## config.mk

```make
export PLATFORM = sky130hd
export DESIGN_NAME = kart_physics_n
export DESIGN_NICKNAME = d
export VERILOG_FILES = /design/src/rtl/kart_physics_n.sv
export SDC_FILE = /design/constraint.sdc
export NUM_CORES = 1
export LEC_CHECK = 0
export ABC_AREA = 1
export BUFFER_PORTS_ARGS = -buffer_cell sky130_fd_sc_hd__buf_2
export CAP_MARGIN = 10
export CORE_MARGIN = 2
export CORE_UTILIZATION = 50
export DETAILED_ROUTE_END_ITERATION = 16
export MAX_ROUTING_LAYER = met4
export PLACE_DENSITY_LB_ADDON = 0.15
export SLEW_MARGIN = 20
export SYNTH_ARGS = -nofsm -noshare
export SYNTH_HDL_FRONTEND = slang
export SYNTH_SLANG_ARGS = --single-unit
```

## constraint.sdc

```tcl
create_clock -name clk -period 5.5 [get_ports clk]
set_clock_uncertainty 0.15 [all_clocks]
set_input_delay 0.825 -clock clk [delete_from_list [all_inputs] [get_ports clk]]
set_output_delay 0.825 -clock clk [all_outputs]
set_load 0.05 [all_outputs]
```

## src/rtl/kart_physics_n.sv

```systemverilog
// kart_physics_n: per-frame multi-kart physics stepper and race controller.
// Karts are stepped one at a time through a single shared trig ROM port.
module kart_physics_n #(
    parameter int NUM_KARTS    = 2,
    parameter int WORLD        = 2048,
    parameter int MARGIN       = 64,
    parameter int TURN_STEP    = 1,
    parameter int TRIG_LAT     = 2,
    parameter int LAPS_TO_WIN  = 3,
    parameter int COUNT_FRAMES = 180,
    parameter int START_X0     = 100,
    parameter int START_DX     = 200,
    parameter int START_Y      = 100,
    parameter int FIN_Y        = 100,
    parameter int FIN_X_LO     = 64,
    parameter int FIN_X_HI     = 600,
    parameter int HALF_Y       = 1024
) (
    input  logic                       clk,
    input  logic                       rst,
    input  logic                       frame_tick,
    input  logic                       start,
    input  logic                       ext_finish,
    input  logic [NUM_KARTS-1:0]       turn_ccw,
    input  logic [NUM_KARTS-1:0]       turn_cw,
    input  logic [4*NUM_KARTS-1:0]     speed,
    output logic [8:0]                 trig_addr,
    input  logic signed [10:0]         trig_cos,
    input  logic signed [10:0]         trig_sin,
    output logic [11*NUM_KARTS-1:0]    kart_x,
    output logic [11*NUM_KARTS-1:0]    kart_y,
    output logic [9*NUM_KARTS-1:0]     kart_dir,
    output logic [3*NUM_KARTS-1:0]     kart_laps,
    output logic [1:0]                 race_state,
    output logic [2:0]                 winner,
    output logic                       winner_valid,
    output logic                       busy,
    output logic                       overrun
);

    localparam int KW = (NUM_KARTS > 1) ? $clog2(NUM_KARTS) : 1;
    localparam logic [KW-1:0]      KLAST = KW'(NUM_KARTS - 1);
    localparam logic signed [15:0] CLO   = 16'(MARGIN);
    localparam logic signed [15:0] CHI   = 16'(WORLD - MARGIN);
    localparam logic [10:0]        FY    = 11'(FIN_Y);
    localparam logic [10:0]        FXL   = 11'(FIN_X_LO);
    localparam logic [10:0]        FXH   = 11'(FIN_X_HI);
    localparam logic [10:0]        HY    = 11'(HALF_Y);
    localparam logic [2:0]         LW    = 3'(LAPS_TO_WIN);
    localparam logic [3:0]         WLAST = 4'(TRIG_LAT - 1);

    typedef enum logic [1:0] {R_IDLE, R_CNT, R_RACE, R_DONE} race_t;
    typedef enum logic [2:0] {S_IDLE, S_TURN, S_WAIT, S_MOVE, S_CLAMP} seq_t;

    race_t rs_q, rs_d;
    seq_t  seq_q, seq_d;
    logic [15:0] cnt_q, cnt_d;
    logic [KW-1:0] k_q, k_d;
    logic [3:0] w_q, w_d;
    logic [8:0] nd_q, nd_d, ta_q, ta_d;
    logic signed [15:0] dx_q, dx_d, dy_q, dy_d;
    logic [10:0] x_q [NUM_KARTS];
    logic [10:0] x_d [NUM_KARTS];
    logic [10:0] y_q [NUM_KARTS];
    logic [10:0] y_d [NUM_KARTS];
    logic [8:0] dir_q [NUM_KARTS];
    logic [8:0] dir_d [NUM_KARTS];
    logic [2:0] lap_q [NUM_KARTS];
    logic [2:0] lap_d [NUM_KARTS];
    logic [NUM_KARTS-1:0] cp_q, cp_d;
    logic [2:0] win_q, win_d;
    logic wv_q, wv_d, ovr_q, ovr_d;
    logic [3:0] spd [NUM_KARTS];

    logic [8:0] cur;
    logic [9:0] up, dn;
    logic signed [15:0] pc, ps, sx, sy;
    logic [10:0] nx, ny;
    logic lap, won;

    for (genvar g = 0; g < NUM_KARTS; g++) begin : g_k
        assign spd[g] = speed[4*g +: 4];
        assign kart_x[11*g +: 11] = x_q[g];
        assign kart_y[11*g +: 11] = y_q[g];
        assign kart_dir[9*g +: 9] = dir_q[g];
        assign kart_laps[3*g +: 3] = lap_q[g];
    end

    assign trig_addr    = ta_q;
    assign race_state   = rs_q;
    assign winner       = win_q;
    assign winner_valid = wv_q;
    assign busy         = (seq_q != S_IDLE);
    assign overrun      = ovr_q;

    always_comb begin
        rs_d = rs_q;
        seq_d = seq_q;
        cnt_d = cnt_q;
        k_d = k_q;
        w_d = w_q;
        nd_d = nd_q;
        ta_d = ta_q;
        dx_d = dx_q;
        dy_d = dy_q;
        x_d = x_q;
        y_d = y_q;
        dir_d = dir_q;
        lap_d = lap_q;
        cp_d = cp_q;
        win_d = win_q;
        wv_d = wv_q;
        ovr_d = ovr_q | (frame_tick & busy);

        cur = dir_q[k_q];
        up = {1'b0, cur} + 10'(TURN_STEP);
        dn = {1'b0, cur} + 10'(360 - TURN_STEP);
        pc = $signed({12'b0, spd[k_q]}) * $signed(16'(trig_cos));
        ps = $signed({12'b0, spd[k_q]}) * $signed(16'(trig_sin));
        sx = $signed({5'b0, x_q[k_q]}) + dx_q;
        sy = $signed({5'b0, y_q[k_q]}) + dy_q;
        nx = (sx < CLO) ? 11'(CLO) : (sx > CHI) ? 11'(CHI) : 11'(sx);
        ny = (sy < CLO) ? 11'(CLO) : (sy > CHI) ? 11'(CHI) : 11'(sy);
        lap = cp_q[k_q] && (y_q[k_q] > FY) && (ny <= FY)
              && (nx >= FXL) && (nx <= FXH);
        won = lap && ((lap_q[k_q] + 3'd1) == LW);

        case (rs_q)
            R_IDLE: if (start) begin
                rs_d = R_CNT;
                cnt_d = 16'(COUNT_FRAMES);
            end
            R_CNT: if (frame_tick) begin
                if (cnt_q <= 16'd1) begin
                    rs_d = R_RACE;
                    cnt_d = '0;
                end else begin
                    cnt_d = cnt_q - 16'd1;
                end
            end
            R_RACE: if (ext_finish) rs_d = R_DONE;
            default: ;
        endcase

        case (seq_q)
            S_IDLE: if (rs_q == R_RACE && frame_tick) begin
                seq_d = S_TURN;
                k_d = '0;
            end
            S_TURN: begin
                nd_d = cur;
                if (turn_ccw[k_q] && !turn_cw[k_q])
                    nd_d = (up >= 10'd360) ? 9'(up - 10'd360) : up[8:0];
                else if (turn_cw[k_q] && !turn_ccw[k_q])
                    nd_d = (dn >= 10'd360) ? 9'(dn - 10'd360) : dn[8:0];
                ta_d = nd_d;
                w_d = '0;
                seq_d = (TRIG_LAT == 0) ? S_MOVE : S_WAIT;
            end
            S_WAIT: begin
                if (w_q == WLAST) seq_d = S_MOVE;
                else w_d = w_q + 4'd1;
            end
            S_MOVE: begin
                dx_d = pc >>> 9;
                dy_d = -(ps >>> 9);
                seq_d = S_CLAMP;
            end
            S_CLAMP: begin
                x_d[k_q] = nx;
                y_d[k_q] = ny;
                dir_d[k_q] = nd_q;
                if (lap) begin
                    lap_d[k_q] = lap_q[k_q] + 3'd1;
                    cp_d[k_q] = 1'b0;
                end else if (ny > HY) begin
                    cp_d[k_q] = 1'b1;
                end
                // a winner ends the frame: later karts keep their old state
                if (won) begin
                    rs_d = R_DONE;
                    win_d = 3'(k_q);
                    wv_d = 1'b1;
                    seq_d = S_IDLE;
                end else if (k_q == KLAST) begin
                    seq_d = S_IDLE;
                end else begin
                    k_d = k_q + 1'b1;
                    seq_d = S_TURN;
                end
            end
            default: seq_d = S_IDLE;
        endcase

        if (rs_q == R_RACE && ext_finish) seq_d = S_IDLE;
    end

    always_ff @(posedge clk or negedge rst) begin
        if (!rst) begin
            rs_q <= R_IDLE;
            seq_q <= S_IDLE;
            cnt_q <= '0;
            k_q <= '0;
            w_q <= '0;
            nd_q <= '0;
            ta_q <= '0;
            dx_q <= '0;
            dy_q <= '0;
            for (int k = 0; k < NUM_KARTS; k++) begin
                x_q[k] <= 11'(START_X0 + k * START_DX);
                y_q[k] <= 11'(START_Y);
                dir_q[k] <= 9'd90;
                lap_q[k] <= '0;
            end
            cp_q <= '0;
            win_q <= '0;
            wv_q <= 1'b0;
            ovr_q <= 1'b0;
        end else begin
            rs_q <= rs_d;
            seq_q <= seq_d;
            cnt_q <= cnt_d;
            k_q <= k_d;
            w_q <= w_d;
            nd_q <= nd_d;
            ta_q <= ta_d;
            dx_q <= dx_d;
            dy_q <= dy_d;
            x_q <= x_d;
            y_q <= y_d;
            dir_q <= dir_d;
            lap_q <= lap_d;
            cp_q <= cp_d;
            win_q <= win_d;
            wv_q <= wv_d;
            ovr_q <= ovr_d;
        end
    end

endmodule

```

==> results of run 1 <==
flip-flops by register name, summed over array words and instances, names as in the netlist, named ones only:
signal / cells
kart_x: 22
kart_y: 22
kart_dir: 18
cnt_q: 16
dy_q: 15
nd_q: 9
dx_q: 7
kart_laps: 6
w_q: 4
seq_q: 3
race_state: 2
k_q: 1
overrun: 1
winner: 1
winner_valid: 1
layout make-up:
cell class,instances,area share [%]
clock buffers,18,3.24
repair buffers,133,5.50
clock inverters,14,0.814
well taps,319,3.02
multi-input cells,1171,53.8
flip-flops and latches,130,24.8
inverters,309,8.81
synth_stat cells, types with 19 or more instances:
library cell  number  area, um2
a21oi_1           48        240
clkbuf_1          24       90.1
dfrtp_1          109       2730
dfstp_2           21        552
fa_1              46        921
ha_1              92       1150
inv_1            290       1090
nand2_1          438       1640
nand2_2           23        144
nand3_1           65        325
nand4_1           19        119
nor2_1           168        631
o21ai_0           92        460
xor2_1            31        272
power by group through the flow:
stage / logic, mW / clock network, mW / registers, mW
final: 3.71 / 1.04 / 1.42
after global routing: 4.22 / 1.10 / 1.45
after floorplan: 2.50 / 0 / 1.79
after detailed placement: 3.70 / 0 / 1.43
after CTS: 3.71 / 1.06 / 1.42
after global placement: 3.64 / 0 / 1.43
metrics by stage:
stage / area, um2 / instances / util (%) / setup WS [ps]
finish: 13200 / 2094 / 56.9 / 607
global route: 13200 / 2094 / 56.9 / 184
CTS: 13200 / 2094 / 56.9 / 571
detailed placement: 12700 / 2062 / 54.6 / 188
global placement: 12700 / 2062 / 54.6 / 272
floorplan: 11700 / 1642 / - / 54.3
logic make-up after synthesis:
family	share of synthesized area, %
XOR/XNOR	3.94
flip-flops	28.0
adder cells (fa/ha/maj)	17.7
AO/OA/AOI/OAI	10.1
buffers and inverters	11.4
other	0.0320
multiplexers	0.865
AND/OR/NAND/NOR	28.0
worst reg2reg max path, cell delays in order, from the launching register on:
cell and delay, ps:
dfrtp_2 440, mux2i_1 310, buf_12 200, nor2_1 60, ha_1 270, inv_1 50, fa_1 500, fa_1 540
inv_1 50, ha_1 310, a21oi_1 120, o21ai_0 110, a21o_1 180, nand3_2 60, nand2_2 70, nand2_1 80
nand2_2 60, xnor2_2 200, ha_1 220, nand2_1 60, nor2_1 180, nand3_1 140, ha_1 300, o21ai_0 140
metal layers:
metal / global-route usage (%) / share of wire [%] / vias to the layer above
met5: - / 0 / -
met4: 5.11 / 1.1 / 0
met3: 3.06 / 4.4 / 26
met2: 38.4 / 45 / 202
met1: 32.7 / 49 / 4764
li1: - / - / 5356
how the worst max path moves through the flow:
stage | startpoint | endpoint | cells after the start | slack, ps
floorplan | k_q | dy_q[6] | 27 | 50
global route | k_q | dy_q[6] | 23 | 180
detailed placement | speed[6] | dy_q[6] | 24 | 190
CTS | k_q | dy_q[6] | 23 | 570
finish | k_q | dy_q[6] | 23 | 610
global placement | speed[6] | dy_q[6] | 24 | 270
==> results.md, run 1 <==
- Max clock buf depth: 2
- Final-report setup violation count: 0
- Most used cell along the critical path: ha_1
- Clock transition at path regs: 60 ps
- H-tree level count: 4
- Area delta synth->final: 12.9%
- Register area: 3280 um2
- Critical Path RT: 5680 ps
- Tcrit/Tclk final: 89.0%
- Vias in the first global route: 9911
- Num Clock Sinks: 130
- Critical R2R Launch: k_q
- R2R setup slack: 610 ps
- Initial Util: 50.3%
- Crit Path Max Fanout: 22
- GPL Wtd Cong: 0.924
- Post-Syn Area: 11700 um2
- CTS buffer count: 17
- CTS hold repair buffers: 0
- CP delay by family, top: adder cells
- Port buffer count: 121
- Commonest non-fill, non-tap cells in the layout: 438 x nand2_1, 290 x inv_1, 167 x nor2_1, 120 x buf_2, 108 x dfrtp_1
- Slew Viols, Final: 0
- CP Data Arrival Time: 5070 ps
- N_diodes: 0
- Sequential Power Share: 23.0%
- Resize count post-CTS: 0
- Setup TNS: 0 ps
- Worst Hold Class: in2async
- FP Rows: 56
- Max Clk Rate: 0.204 GHz
- PD cells: 466 nW/um2
- Async set-or-reset flop fraction in the synthesized netlist: 100%
- Total global-route track usage: 23.9%
- Status: finished clean
- Fin Hold WS: 267 ps
- Die ar.: 24700 um2
- RSZ-0062 raised after global routing: no
- Final wirelength: 27.4 mm
- Cell Int Power: 2.97 mW
- Share of layout cells above drive strength 1: 15.2%
- Tmin final: 4890 ps
- Worst slew pin tran: 971 ps
- Startpoint types: flip-flop
- Clock Root Buffer: clkbuf_16
- DR pass1 iterations: 5
- Register bit total from synthesis: 130
- Antenna violations before repair: 0
- Setup Fix Bufs, Post-CTS: 0
- Area occupied by multi-input gates: 7120 um2
- Critical path type: reg2reg
- Top Ports: 124
- Total grt overflow: 0
- Logic pwr share: 60.1%
- Buffers plus inverters on the worst setup path: 3
- Worst stage delay on the critical path: 540 ps
- FILL cells: 2312
- Slowest library cell on the worst path: fa_1
- Dominant synthesized flop cell: dfrtp_1
- Syn Area/Cell: 7.14 um2
- Iter 0 DRT Violations: 667
- Most common cell after layout, fill and taps aside: nand2_1
- Lkg Pwr: 7.47 nW
- Core ar.: 23300 um2
- Sw Share: 51.8%
- R2R Path End: dy_q[6]
- Final HPWL DP: 21.8 mm
- Clock latency on the worst-skew pair: 420 ps
- Largest net degree at the start of global routing: 85
- Synth Instances: 1641
- FF-to-FF path depth: 23
- Sequential-to-total area share from yosys stat: 28.0%
- Crit end category: flip-flop
- Die Height: 157 um
- Synthesis warning total: 0
- Die width: 157 um
- Final Hold Viols: 0
- Remaining antenna violation count: 0
- Avg WL per Cell: 13.1 um
- Post-synth EDFFs: 0
- Normalized max-slew margin: 34.9%
- Max cap viols: 0
- Clock power frac: 16.9%
- Cell chain of the critical path: mux2i_1 > buf_12 > nor2_1 > ha_1 > inv_1 > fa_1 > fa_1 > inv_1 > ha_1 > a21oi_1 > o21ai_0 > a21o_1 > nand3_2 > nand2_2 > nand2_1 > nand2_2 > xnor2_2 > ha_1 > nand2_1 > nor2_1 > nand3_1 > ha_1 > o21ai_0
- Via total after detailed routing: 10348
- Max VDD drop: 0.183 mV
- Cell variety after synth: 59
- Final Power: 6.16 mW
- Via density: 4.94
- CTS tree: done
- # DRC: 0
- P_sw: 3.19 mW
- Final nets: 1939
- First-pass GRT wire length: 46.5 mm
Power figures use the tool's default switching activity.
==> inputs of run 2 (changes only) <==
--- a/config.mk
+++ b/config.mk
@@ -9,7 +9,7 @@
 export BUFFER_PORTS_ARGS = -buffer_cell sky130_fd_sc_hd__buf_2
 export CAP_MARGIN = 10
 export CORE_MARGIN = 2
-export CORE_UTILIZATION = 50
+export CORE_UTILIZATION = 55
 export DETAILED_ROUTE_END_ITERATION = 16
 export MAX_ROUTING_LAYER = met4
 export PLACE_DENSITY_LB_ADDON = 0.15
==> results.md, run 2 (synthesis gave the netlist of run 1 again) <==
- Iter 0 DRT Violations: 531 (-20%)
- Vias in the first global route: 10087 (+1.8%)
- CP Data Arrival Time: 5150 ps (+80 ps)
- Final Hold Viols: 0 (unchanged)
- Cell chain of the critical path: mux2i_1 > buf_12 > nor2_1 > ha_1 > inv_1 > fa_1 > inv_1 > fa_1 > ha_1 > a21oi_1 > o21ai_0 > a21o_1 > nand3_2 > nand2_2 > nand2_1 > nand2_2 > xnor2_2 > ha_1 > nand2_1 > nor2_1 > nand3_1 > ha_1 > o21ai_0
- Remaining antenna violation count: 0 (unchanged)
- Fin Hold WS: 282 ps (+14.5 ps)
- Normalized max-slew margin: 45.1% (+10 points)
- Buffers plus inverters on the worst setup path: 3 (unchanged)
- Die Height: 150 um (-4.5%)
- Final core occ: 63.0% (+6.2 points)
- Via total after detailed routing: 10484 (+1.3%)
- Setup TNS: 0 ps (unchanged)
- GPL Wtd Cong: 0.928 (+0.42%)
- Share of layout cells above drive strength 1: 15.2% (about the same)
- Worst slew pin tran: 823 ps (-147 ps)
- Max cap viols: 0 (unchanged)
- Critical Path RT: 5680 ps (about the same)
- Crit Path Max Fanout: 22 (unchanged)
- Slew Viols, Final: 0 (unchanged)
- Max clock buf depth: 2 (unchanged)
- Max VDD drop: 0.220 mV (+21%)
- Tcrit/Tclk final: 90.2% (+1.3 points)
- Via density: 5.12 (+3.5%)
- # DRC: 0 (unchanged)
- Final HPWL DP: 21.2 mm (-2.5%)
- CP delay by family, top: adder cells
- Avg WL per Cell: 13.2 um (+1.1%)
- Area delta synth->final: 12.8%
- FP Rows: 53 (-5.4%)
- Antenna violations before repair: 0 (unchanged)
- Worst stage delay on the critical path: 520 ps (-20 ps)
- Met2 global-route usage: 40.9% (+2.5 points)
- RSZ-0062 raised after global routing: no
- FILL cells: 1943 (-16%)
- Port buffer count: 121 (unchanged)
- Initial Util: 55.9% (+5.5 points)
- Critical path type: reg2reg
- Clock Root Buffer: clkbuf_16
- R2R setup slack: 540 ps (-70 ps)
- Clock transition at path regs: 70 ps (about the same)
- Register area: 3280 um2 (unchanged)
- Largest net degree at the start of global routing: 91 (+7.1%)
- Total grt overflow: 0 (unchanged)
- Final wirelength: 27.1 mm (-1.1%)
- Commonest non-fill, non-tap cells in the layout: 438 x nand2_1, 290 x inv_1, 167 x nor2_1, 120 x buf_2, 108 x dfrtp_1
- First-pass GRT wire length: 46.7 mm (+0.28%)
- GR peak layer: met2
- H-tree level count: 4 (unchanged)
- Slowest library cell on the worst path: fa_1
- Max Clk Rate: 0.202 GHz (-1.4%)
- Routing usage on met3: 3.54% (+0.48 points)
- Tmin final: 4960 ps (+69.7 ps)
- CTS buffer count: 17 (unchanged)
- Most common cell after layout, fill and taps aside: nand2_1
- Most used cell along the critical path: ha_1
- GR Util met1: 35.9% (+3.2 points)
- Die ar.: 22500 um2 (-8.9%)
- DR pass1 iterations: 5 (unchanged)
- Die width: 150 um (-4.5%)
- Core ar.: 21000 um2 (-9.9%)
- Status: finished clean
- Lkg Pwr: 7.50 nW (+0.28%)
- Crit end category: flip-flop
- Setup Fix Bufs, Post-CTS: 0 (unchanged)
- N_diodes: 0 (unchanged)
- CTS tree: done
- Resize count post-CTS: 0 (unchanged)
- Final-report setup violation count: 0 (unchanged)
- Clock latency on the worst-skew pair: 430 ps (about the same)
- Final nets: 1938 (-0.052%)
- CTS hold repair buffers: 0 (unchanged)
- Startpoint types: flip-flop
- PD cells: 476 nW/um2 (+2.1%)
- Num Clock Sinks: 130 (unchanged)
- Total global-route track usage: 26.2% (+2.2 points)
- Top Ports: 124 (unchanged)
- Area occupied by multi-input gates: 7120 um2 (about the same)
- Worst Hold Class: in2async
[run 2: layout make-up]
class / instances / area share (%)
flip-flops and latches: 130 / 24.8
well taps: 275 / 2.60
multi-input cells: 1171 / 53.9
inverters: 309 / 8.82
clock buffers: 17 / 3.22
repair buffers: 132 / 5.35
clock inverters: 15 / 1.24
[run 2: worst paths after layout]
| path | startpoint | end | depth (start not counted) |
|---|---|---|---|
| worst max-delay path | k_q | dy_q[6] | 23 |
| worst min-delay path | rst | kart_y[20] | 1 |
| worst max register to register | k_q | dy_q[6] | 23 |
| worst min register to register | winner_valid | winner_valid | 2 |
| max in group asynchronous | rst | kart_dir[1] | 2 |
| min in group clk | winner_valid | winner_valid | 2 |
[run 2: metal layers]
metal / part of all wire [%] / up-vias
met5: 0 / -
met4: 1.8 / 0
met3: 4.7 / 35
met2: 46 / 278
met1: 48 / 4816
li1: - / 5355
[run 2: power by group]
part           internal (mW)  leakage, nW  total [mW]  switching [mW]
clock network          0.646        0.289        1.13           0.488
registers               1.21         1.59        1.42           0.212
logic                   1.18         5.62        3.73            2.55
total                   3.03         7.50        6.29            3.25
[run 2: metrics by stage]
step / total power [mW] / cells / instance area, um2 / worst slack [ps]
after floorplan: 4.30 / 1642 / 11700 / 54.3
after global placement: 5.04 / 2017 / 12600 / 285
after detailed placement: 5.12 / 2017 / 12600 / 182
after CTS: 6.28 / 2049 / 13200 / 499
after global routing: 6.89 / 2049 / 13200 / 176
final: 6.29 / 2049 / 13200 / 537
